<file path="src/rtl/sisc_pkg.sv">
// Shared SISC definitions: the arbiter state encoding, the requester port IDs
// and the default bus widths.
package sisc_pkg;

  typedef enum logic [2:0] {
    ST_IDLE  = 3'd0,
    ST_ISSUE = 3'd1,
    ST_WAIT  = 3'd2,
    ST_RESP  = 3'd3,
    ST_DONE  = 3'd4
  } arb_state_e;

  localparam logic PORT_IF = 1'b0;
  localparam logic PORT_D  = 1'b1;

  localparam int DEF_AW = 16;
  localparam int DEF_DW = 32;

endpackage

</file>
<file path="src/rtl/mem_arb_rr_pick2.sv">
// Two-way round-robin picker. It is purely combinational; the caller keeps the
// last-grant flop.
module rr_pick2
  import sisc_pkg::*;
(
  input  logic [1:0] req,
  input  logic       last,
  output logic       gnt_valid,
  output logic       gnt_id
);

  // Grant the single requester, or on a tie the one that did not win last time.
  always_comb begin
    gnt_valid = 1'b0;
    gnt_id    = PORT_IF;
    case (req)
      2'b01: begin
        gnt_valid = 1'b1;
        gnt_id    = PORT_IF;
      end
      2'b10: begin
        gnt_valid = 1'b1;
        gnt_id    = PORT_D;
      end
      2'b11: begin
        gnt_valid = 1'b1;
        gnt_id    = ~last;
      end
      default: begin
        gnt_valid = 1'b0;
        gnt_id    = PORT_IF;
      end
    endcase
  end

endmodule

</file>
<file path="src/rtl/mem_arb.sv">
// Single-port memory arbiter that shares one memory port between instruction fetch
// and data accesses. Each access runs through grant, issue, a fixed wait, capture
// and a one-cycle acknowledge.
module mem_arb
  import sisc_pkg::*;
#(
  parameter int AW      = DEF_AW,
  parameter int DW      = DEF_DW,
  parameter int MEM_LAT = 1
) (
  input  logic          clk,
  input  logic          rst_f,
  input  logic          if_req,
  input  logic [AW-1:0] if_addr,
  output logic          if_ack,
  output logic [DW-1:0] if_rdata,
  input  logic          d_req,
  input  logic          d_we,
  input  logic [AW-1:0] d_addr,
  input  logic [DW-1:0] d_wdata,
  output logic          d_ack,
  output logic [DW-1:0] d_rdata,
  output logic          mem_en,
  output logic          mem_we,
  output logic [AW-1:0] mem_addr,
  output logic [DW-1:0] mem_wdata,
  input  logic [DW-1:0] mem_rdata,
  output logic          busy
);

  // The wait counter is loaded with MEM_LAT-2, so MEM_LAT=1 never uses it.
  localparam logic [1:0] CNT_LOAD = (MEM_LAT >= 2) ? 2'(MEM_LAT - 2) : 2'd0;

  arb_state_e    state_q, state_d;
  logic [1:0]    cnt_q, cnt_d;
  logic          last_q, last_d;
  logic          port_q, port_d;
  logic          mem_en_q, mem_en_d;
  logic          mem_we_q, mem_we_d;
  logic [AW-1:0] mem_addr_q, mem_addr_d;
  logic [DW-1:0] mem_wdata_q, mem_wdata_d;
  logic          if_ack_q, if_ack_d;
  logic          d_ack_q, d_ack_d;
  logic [DW-1:0] if_rdata_q, if_rdata_d;
  logic [DW-1:0] d_rdata_q, d_rdata_d;
  logic          gnt_valid_s, gnt_id_s;

  rr_pick2 u_pick (
    .req       ({d_req, if_req}),
    .last      (last_q),
    .gnt_valid (gnt_valid_s),
    .gnt_id    (gnt_id_s)
  );

  // Next-state and next-output logic for the access sequencer.
  always_comb begin
    state_d     = state_q;
    cnt_d       = cnt_q;
    last_d      = last_q;
    port_d      = port_q;
    mem_en_d    = 1'b0;
    mem_we_d    = mem_we_q;
    mem_addr_d  = mem_addr_q;
    mem_wdata_d = mem_wdata_q;
    if_ack_d    = 1'b0;
    d_ack_d     = 1'b0;
    if_rdata_d  = if_rdata_q;
    d_rdata_d   = d_rdata_q;
    case (state_q)
      ST_IDLE: begin
        if (gnt_valid_s) begin
          state_d  = ST_ISSUE;
          port_d   = gnt_id_s;
          last_d   = gnt_id_s;
          mem_en_d = 1'b1;
          if (gnt_id_s == PORT_D) begin
            mem_addr_d  = d_addr;
            mem_we_d    = d_we;
            mem_wdata_d = d_wdata;
          end else begin
            mem_addr_d = if_addr;
            mem_we_d   = 1'b0;
          end
        end else begin
          state_d = ST_IDLE;
        end
      end
      ST_ISSUE: begin
        if (MEM_LAT == 1) begin
          state_d = ST_RESP;
        end else begin
          state_d = ST_WAIT;
          cnt_d   = CNT_LOAD;
        end
      end
      ST_WAIT: begin
        if (cnt_q == 2'd0) begin
          state_d = ST_RESP;
        end else begin
          cnt_d = cnt_q - 2'd1;
        end
      end
      ST_RESP: begin
        state_d = ST_DONE;
        // Writes leave both read-data registers untouched.
        if (!mem_we_q) begin
          if (port_q == PORT_D) begin
            d_rdata_d = mem_rdata;
          end else begin
            if_rdata_d = mem_rdata;
          end
        end else begin
          d_rdata_d = d_rdata_q;
        end
        if (port_q == PORT_D) begin
          d_ack_d = 1'b1;
        end else begin
          if_ack_d = 1'b1;
        end
      end
      ST_DONE: begin
        state_d = ST_IDLE;
      end
      default: begin
        state_d = ST_IDLE;
      end
    endcase
  end

  // Sequencer state and all registered outputs.
  always_ff @(posedge clk or negedge rst_f) begin
    if (!rst_f) begin
      state_q     <= ST_IDLE;
      cnt_q       <= 2'd0;
      last_q      <= PORT_D;
      port_q      <= PORT_IF;
      mem_en_q    <= 1'b0;
      mem_we_q    <= 1'b0;
      mem_addr_q  <= '0;
      mem_wdata_q <= '0;
      if_ack_q    <= 1'b0;
      d_ack_q     <= 1'b0;
      if_rdata_q  <= '0;
      d_rdata_q   <= '0;
    end else begin
      state_q     <= state_d;
      cnt_q       <= cnt_d;
      last_q      <= last_d;
      port_q      <= port_d;
      mem_en_q    <= mem_en_d;
      mem_we_q    <= mem_we_d;
      mem_addr_q  <= mem_addr_d;
      mem_wdata_q <= mem_wdata_d;
      if_ack_q    <= if_ack_d;
      d_ack_q     <= d_ack_d;
      if_rdata_q  <= if_rdata_d;
      d_rdata_q   <= d_rdata_d;
    end
  end

  assign mem_en    = mem_en_q;
  assign mem_we    = mem_we_q;
  assign mem_addr  = mem_addr_q;
  assign mem_wdata = mem_wdata_q;
  assign if_ack    = if_ack_q;
  assign d_ack     = d_ack_q;
  assign if_rdata  = if_rdata_q;
  assign d_rdata   = d_rdata_q;
  assign busy      = (state_q != ST_IDLE);

endmodule

</file>
<file path="config.mk">
export PLATFORM = sky130hd
export DESIGN_NAME = mem_arb
export DESIGN_NICKNAME = d
export VERILOG_FILES = /design/src/rtl/sisc_pkg.sv /design/src/rtl/mem_arb_rr_pick2.sv /design/src/rtl/mem_arb.sv
export SDC_FILE = /design/constraint.sdc
export NUM_CORES = 1
export LEC_CHECK = 0
export ABC_AREA = 1
export CAP_MARGIN = 5
export CORE_MARGIN = 10
export CORE_UTILIZATION = 38
export DETAILED_ROUTE_END_ITERATION = 10
export PLACE_DENSITY = 0.76
export SLEW_MARGIN = 20
export SYNTH_ARGS = -nofsm -noshare
export SYNTH_HDL_FRONTEND = slang
export SYNTH_HIERARCHICAL = 1
export SYNTH_SLANG_ARGS = --single-unit
</file>
<file path="constraint.sdc">
create_clock -name clk -period 1.5 [get_ports clk]
set_input_delay 0.375 -clock clk [delete_from_list [all_inputs] [get_ports clk]]
set_output_delay 0.375 -clock clk [all_outputs]
set_load 0.05 [all_outputs]
</file>
=== Word-level counts from Yosys, hierarchy flattened ===
Cells that the tools add are included.
W data, S select, Z words.

* Flip-flop bits (word level): 123
* Input port bits: 101
* Output and inout port bits: 117

* Add/subtract/negate cells: 1
* Eq/ne operators: 7
* Mux-type cells: 13
* Bitwise logic cells: 4
* Reduce and logical (&&, ||, !) cells: 9

{| class="wikitable"
|+ Operators with widths
! cell !! number
|-
| $mux W16 || 1
|-
| $pmux W3 S4 || 1
|-
| $mux W1 || 9
|-
| $reduce_and A3 Y1 || 3
|-
| $eq A3 B2 Y1 const B || 2
|-
| $eq A2 B2 Y1 const B || 2
|-
| $not A1 Y1 || 4
|-
| $reduce_and A2 Y1 || 2
|-
| $eq A3 B1 Y1 const B || 1
|-
| $logic_not A3 Y1 || 1
|-
| $mux W3 || 1
|-
| $reduce_bool A3 Y1 || 1
|-
| $reduce_or A3 Y1 || 1
|-
| $eq A2 B1 Y1 const B || 1
|-
| $logic_not A2 Y1 || 1
|-
| $ne A2 B2 Y1 const B || 1
|-
| $pmux W1 S2 || 1
|-
| $sub A2 B1 Y2 const B || 1
|}

=== Logic depth before layout (Yosys ltp) ===
* Word-level depth: 5
* Gate-level depth with buffers: 9
* Mapped depth without buffers: 7

=== Hierarchy ===
Netlist, hierarchy kept.

{| class="wikitable"
|+ Modules (own cells, without submodules)
! module !! instances !! cells an instance !! area an instance (um^2)
|-
| mem_arb || 1 || 587 || 5,009.8
|-
| rr_pick2 || 1 || 3 || 15.0
|}

=== Worst setup path before layout ===
Ideal clock, no wire load.

* Path type: register -> register
* Start: register state_q[1]
* End: register mem_wdata_q[0] (netlist: mem_wdata[0])
* Setup time: 0.066 ns
* Data arrival time: 1.447 ns
* Required time: 1.434 ns
* Path slack: -0.013 ns
* Stages on the path, launching flop included: 7
* Path buffers: 1
* Period minus slack after synthesis: 1.513 ns
* Cells stage by stage: dfrtp_1 > nor2_1 > nand2_1 > inv_1 > buf_2 > nand3_1 > nand2_1

* Word-level cells in the longest chain between the ends: 2

{| class="wikitable"
|+ RTL lines
! item !! line !! RTL
|-
| start: declaration || mem_arb.sv:34 || <nowiki>arb_state_e state_q, state_d;</nowiki>
|-
| start signal: assignment || mem_arb.sv:146 || <nowiki>state_q <= state_d;</nowiki>
|-
| $logic_not A3 Y1 || mem_arb.sv:69 || <nowiki>case (state_q)</nowiki>
|-
| $reduce_and A3 Y1 (no line) || n/a ||
|-
| end signal: assignment || mem_arb.sv:153 || <nowiki>mem_wdata_q <= mem_wdata_d;</nowiki>
|-
| end: declaration || mem_arb.sv:41 || <nowiki>logic [DW-1:0] mem_wdata_q, mem_wdata_d;</nowiki>
|}

No other way between the ends.
A chain may end at the register's enable or synchronous reset.

=== Worst setup path in the final report ===
* Start: register state_q[1]
* End: output busy

* Word-level cells in the longest chain between the ends: 1

{| class="wikitable"
|+ RTL lines
! item !! line !! RTL
|-
| $reduce_bool A3 Y1 || mem_arb.sv:169 || <nowiki>assign busy = (state_q != ST_IDLE);</nowiki>
|-
| end: declaration || mem_arb.sv:28 || <nowiki>output logic busy</nowiki>
|}

No other way between the ends.

==> metrics <==
status=finished, violations left; violated checks=setup timing; vias in the first global route=between 5000 and 6000; CP Data Required Time=1120 ps; first-pass GRT wire length=between 20000 and 30000 µm; XOR/XNOR share of the synthesized area=0; Worst Path Arrival=1220 ps; final setup fails=1; Critical-path top delay cell=dfrtp_2; Rel. slew slack=0.748; peak fanout along the critical path=2; H-tree lvl count=4; Reg power frac=0.255; initial antenna violation count=1; Place WS=-357 ps; Root Driver=clkbuf_16; unrepaired setup endpoints after global routing=yes; cell depth of the worst flop-to-flop path=6; post-synthesis net count=just under 700; largest family of logic cells by synthesized area=simple AND/OR/NAND/NOR gates; Clock Skew=between 3 and 4 ps; Slew Limit Fails=0; Comb power frac=0.606; Die ar.=~18000 µm²; clk slew on worst S/H paths=~50 ps; Synth Area in Adders=0.00249; worst slew pin tran=379 ps; GP Congestion=about 0.85; Final ANT Viol Nets=0; Tcrit/Tclk final=1.06; Via density=roughly 5; critical path endpoint category=output port; clk_lat worst skew=410 ps; most common library cell in the layout ignoring fill and taps=nand2_1; layout cell share with drive strength beyond 1=0.215; post-synthesis average cell area=~8.5 µm²; # rows=41; CP peak stage delay=between 400 and 500 ps; setup ws final=-92.9 ps; Cells after Synth=590; Int Pwr=about 14000 µW; Starting Density=0.393; top cells by area, synth=dfrtp_1, nand2_1, nand3_1, buf_2, clkbuf_1; sequential area share after synthesis=0.613; vias post-DR=around 4900; GRT Overall Usage=0.194; critical path, cell by cell=nor2_4 -> nand2_4 -> buf_8; mapped cell area=between 5000 and 6000 µm²; ant diodes=0; FF+latch count, synth=~120; Clk network pwr share=0.139; switch share=0.452; startpoint types=register; WL final=17700 µm; hpwl dp=around 13000 µm; VDD IR-drop max=1.34 mV; largest net degree at the start of global routing=71; Num CTS Buffers=17; hold crit path type=in -> async; Pwr Density=between 2000 and 3000 nW/µm²; YS warnings=6; Post-Synth Simple-Gate Area=0.335; initial DRC count=380; Power Total=about 26000 µW; Post-layout nets=roughly 900; area leader, netlist=dfrtp_1; post-synthesis mux area share=0; P_leak=approximately 0.0046 µW; P_sw=11700 µW; most frequent cells in the layout=nand2_1, buf_12, dfrtp_1; core area=between 10000 and 15000 µm²; WL per Instance=17.6 µm; fmax=around 0.63 GHz; Post-route DRC=0; max-cap viol count=0; synth-to-layout area growth=84.0%; post-layout util=0.724; die width=between 100 and 150 µm; minimum clock period=about 1600 ps; IO buf count=approximately 220; Cell variety after synth=17; CTS tree=yes; Fin. Hold Viols=0; IO Pins=~220; Compound-Gate Fraction of Synth Area=0.00498; drt pass-1 iters=5; post-synth top area share=0.608; die height=135 µm; CP Class=reg -> out; GRT overflow=0; Clock Sink Count=about 120; clk buf depth=2; R2R Setup Slk=110 ps
## metal layers
layer	routed length [µm]	global-route usage
met3	1680	0.0861
met4	385	0.0754
met5	13	0
met2	8990	0.322
met1	6610	0.213
## registers in the layout, summed over array words and instances (netlist names)
name and flops:
cnt_q 2, mem_addr 16, if_ack 1, if_rdata 32, last_q 1, mem_en 1
d_ack 1, d_rdata 32, state_q 3, mem_we 1, port_q 1, mem_wdata 32
## kinds of logic (layout without fill, tap and decap cells)
| group | after synthesis | count (layout) |
|---|---|---|
| AOI/OAI and AO/OA | 5 | 5 |
| adders and majority gates | 1 | 1 |
| buffers and inverters | 49 | 290 |
| DFF | 123 | 123 |
| and+or+nand+nor | 412 | 412 |
## cell type report
type	instances	area [µm²]
clock buffers	30	514
clock inverters	2	10.0
fillers	857	3530
inverters	15	60.1
multi-input cells	418	1750
flip-flops and latches	123	3080
well taps	172	215
repair buffers	242	3610
repair inverters	1	7.51
## timing repair
action                     in CTS  in global routing
setup endpoints to repair       3                 20
hold endpoints to repair        4                  0
hold buffers                    1                  0
resized for setup               6                  6
pin swaps                       2                  2
cloned                          0                  1
setup buffers                   4                  1
## cell usage after synthesis
| cell | n |
|---|---|
| nand2_1 | 305 |
| dfrtp_1 | 122 |
| nand3_1 | 98 |
| buf_2 | 15 |
| clkbuf_1 | 13 |
| inv_1 | 11 |
| buf_4 | 6 |
| nor2_1 | 5 |
| inv_2 | 3 |
| o21ai_0 | 3 |
| a21oi_1 | 2 |
| nor2_2 | 2 |
| clkinv_1 | 1 |
| dfstp_2 | 1 |
| ha_1 | 1 |
| nand3_2 | 1 |
| or2_1 | 1 |
## per-stage QoR
| stage | setup TNS, ps | std cells | hold slack (ps) | cell area, µm² |
|---|---|---|---|---|
| floorplan | 0 | 590 | 79.4 | 5030 |
| global placement | -12660 | 964 | 199 | 8630 |
| detailed placement | -14160 | 964 | 203 | 8630 |
| CTS | -117 | 1001 | 309 | 9220 |
| global route | -135 | 1003 | 332 | 9250 |
| finish | -92.9 | 1003 | 330 | 9250 |
## critical path: cells and delay by family, from the launching register on
family | cells | cell delay (ps)
buf+inv | 1 | 150
simple gates | 2 | 230
flops | 1 | 430
## power groups by stage
stage | registers, µW | logic [µW] | clock network (µW)
final | 6620 | 15700 | 3600
after global routing | 6800 | 16600 | 3830
after CTS | 6640 | 15900 | 3680
after detailed placement | 6640 | 15700 | 0
after global placement | 6560 | 15400 | 0
after floorplan | 10800 | 2790 | 0
## final timing paths
| kind | start | endpoint |
|---|---|---|
| min | rst_f | d_rdata[23] |
| max reg2reg | state_q[1] | mem_addr[3] |
| min in group clk | last_q | last_q |
| max in group asynchronous | rst_f | mem_wdata[14] |
| min reg2reg | last_q | last_q |
| max | state_q[1] | busy |
Note: power is estimated with default switching activity, not from simulation.
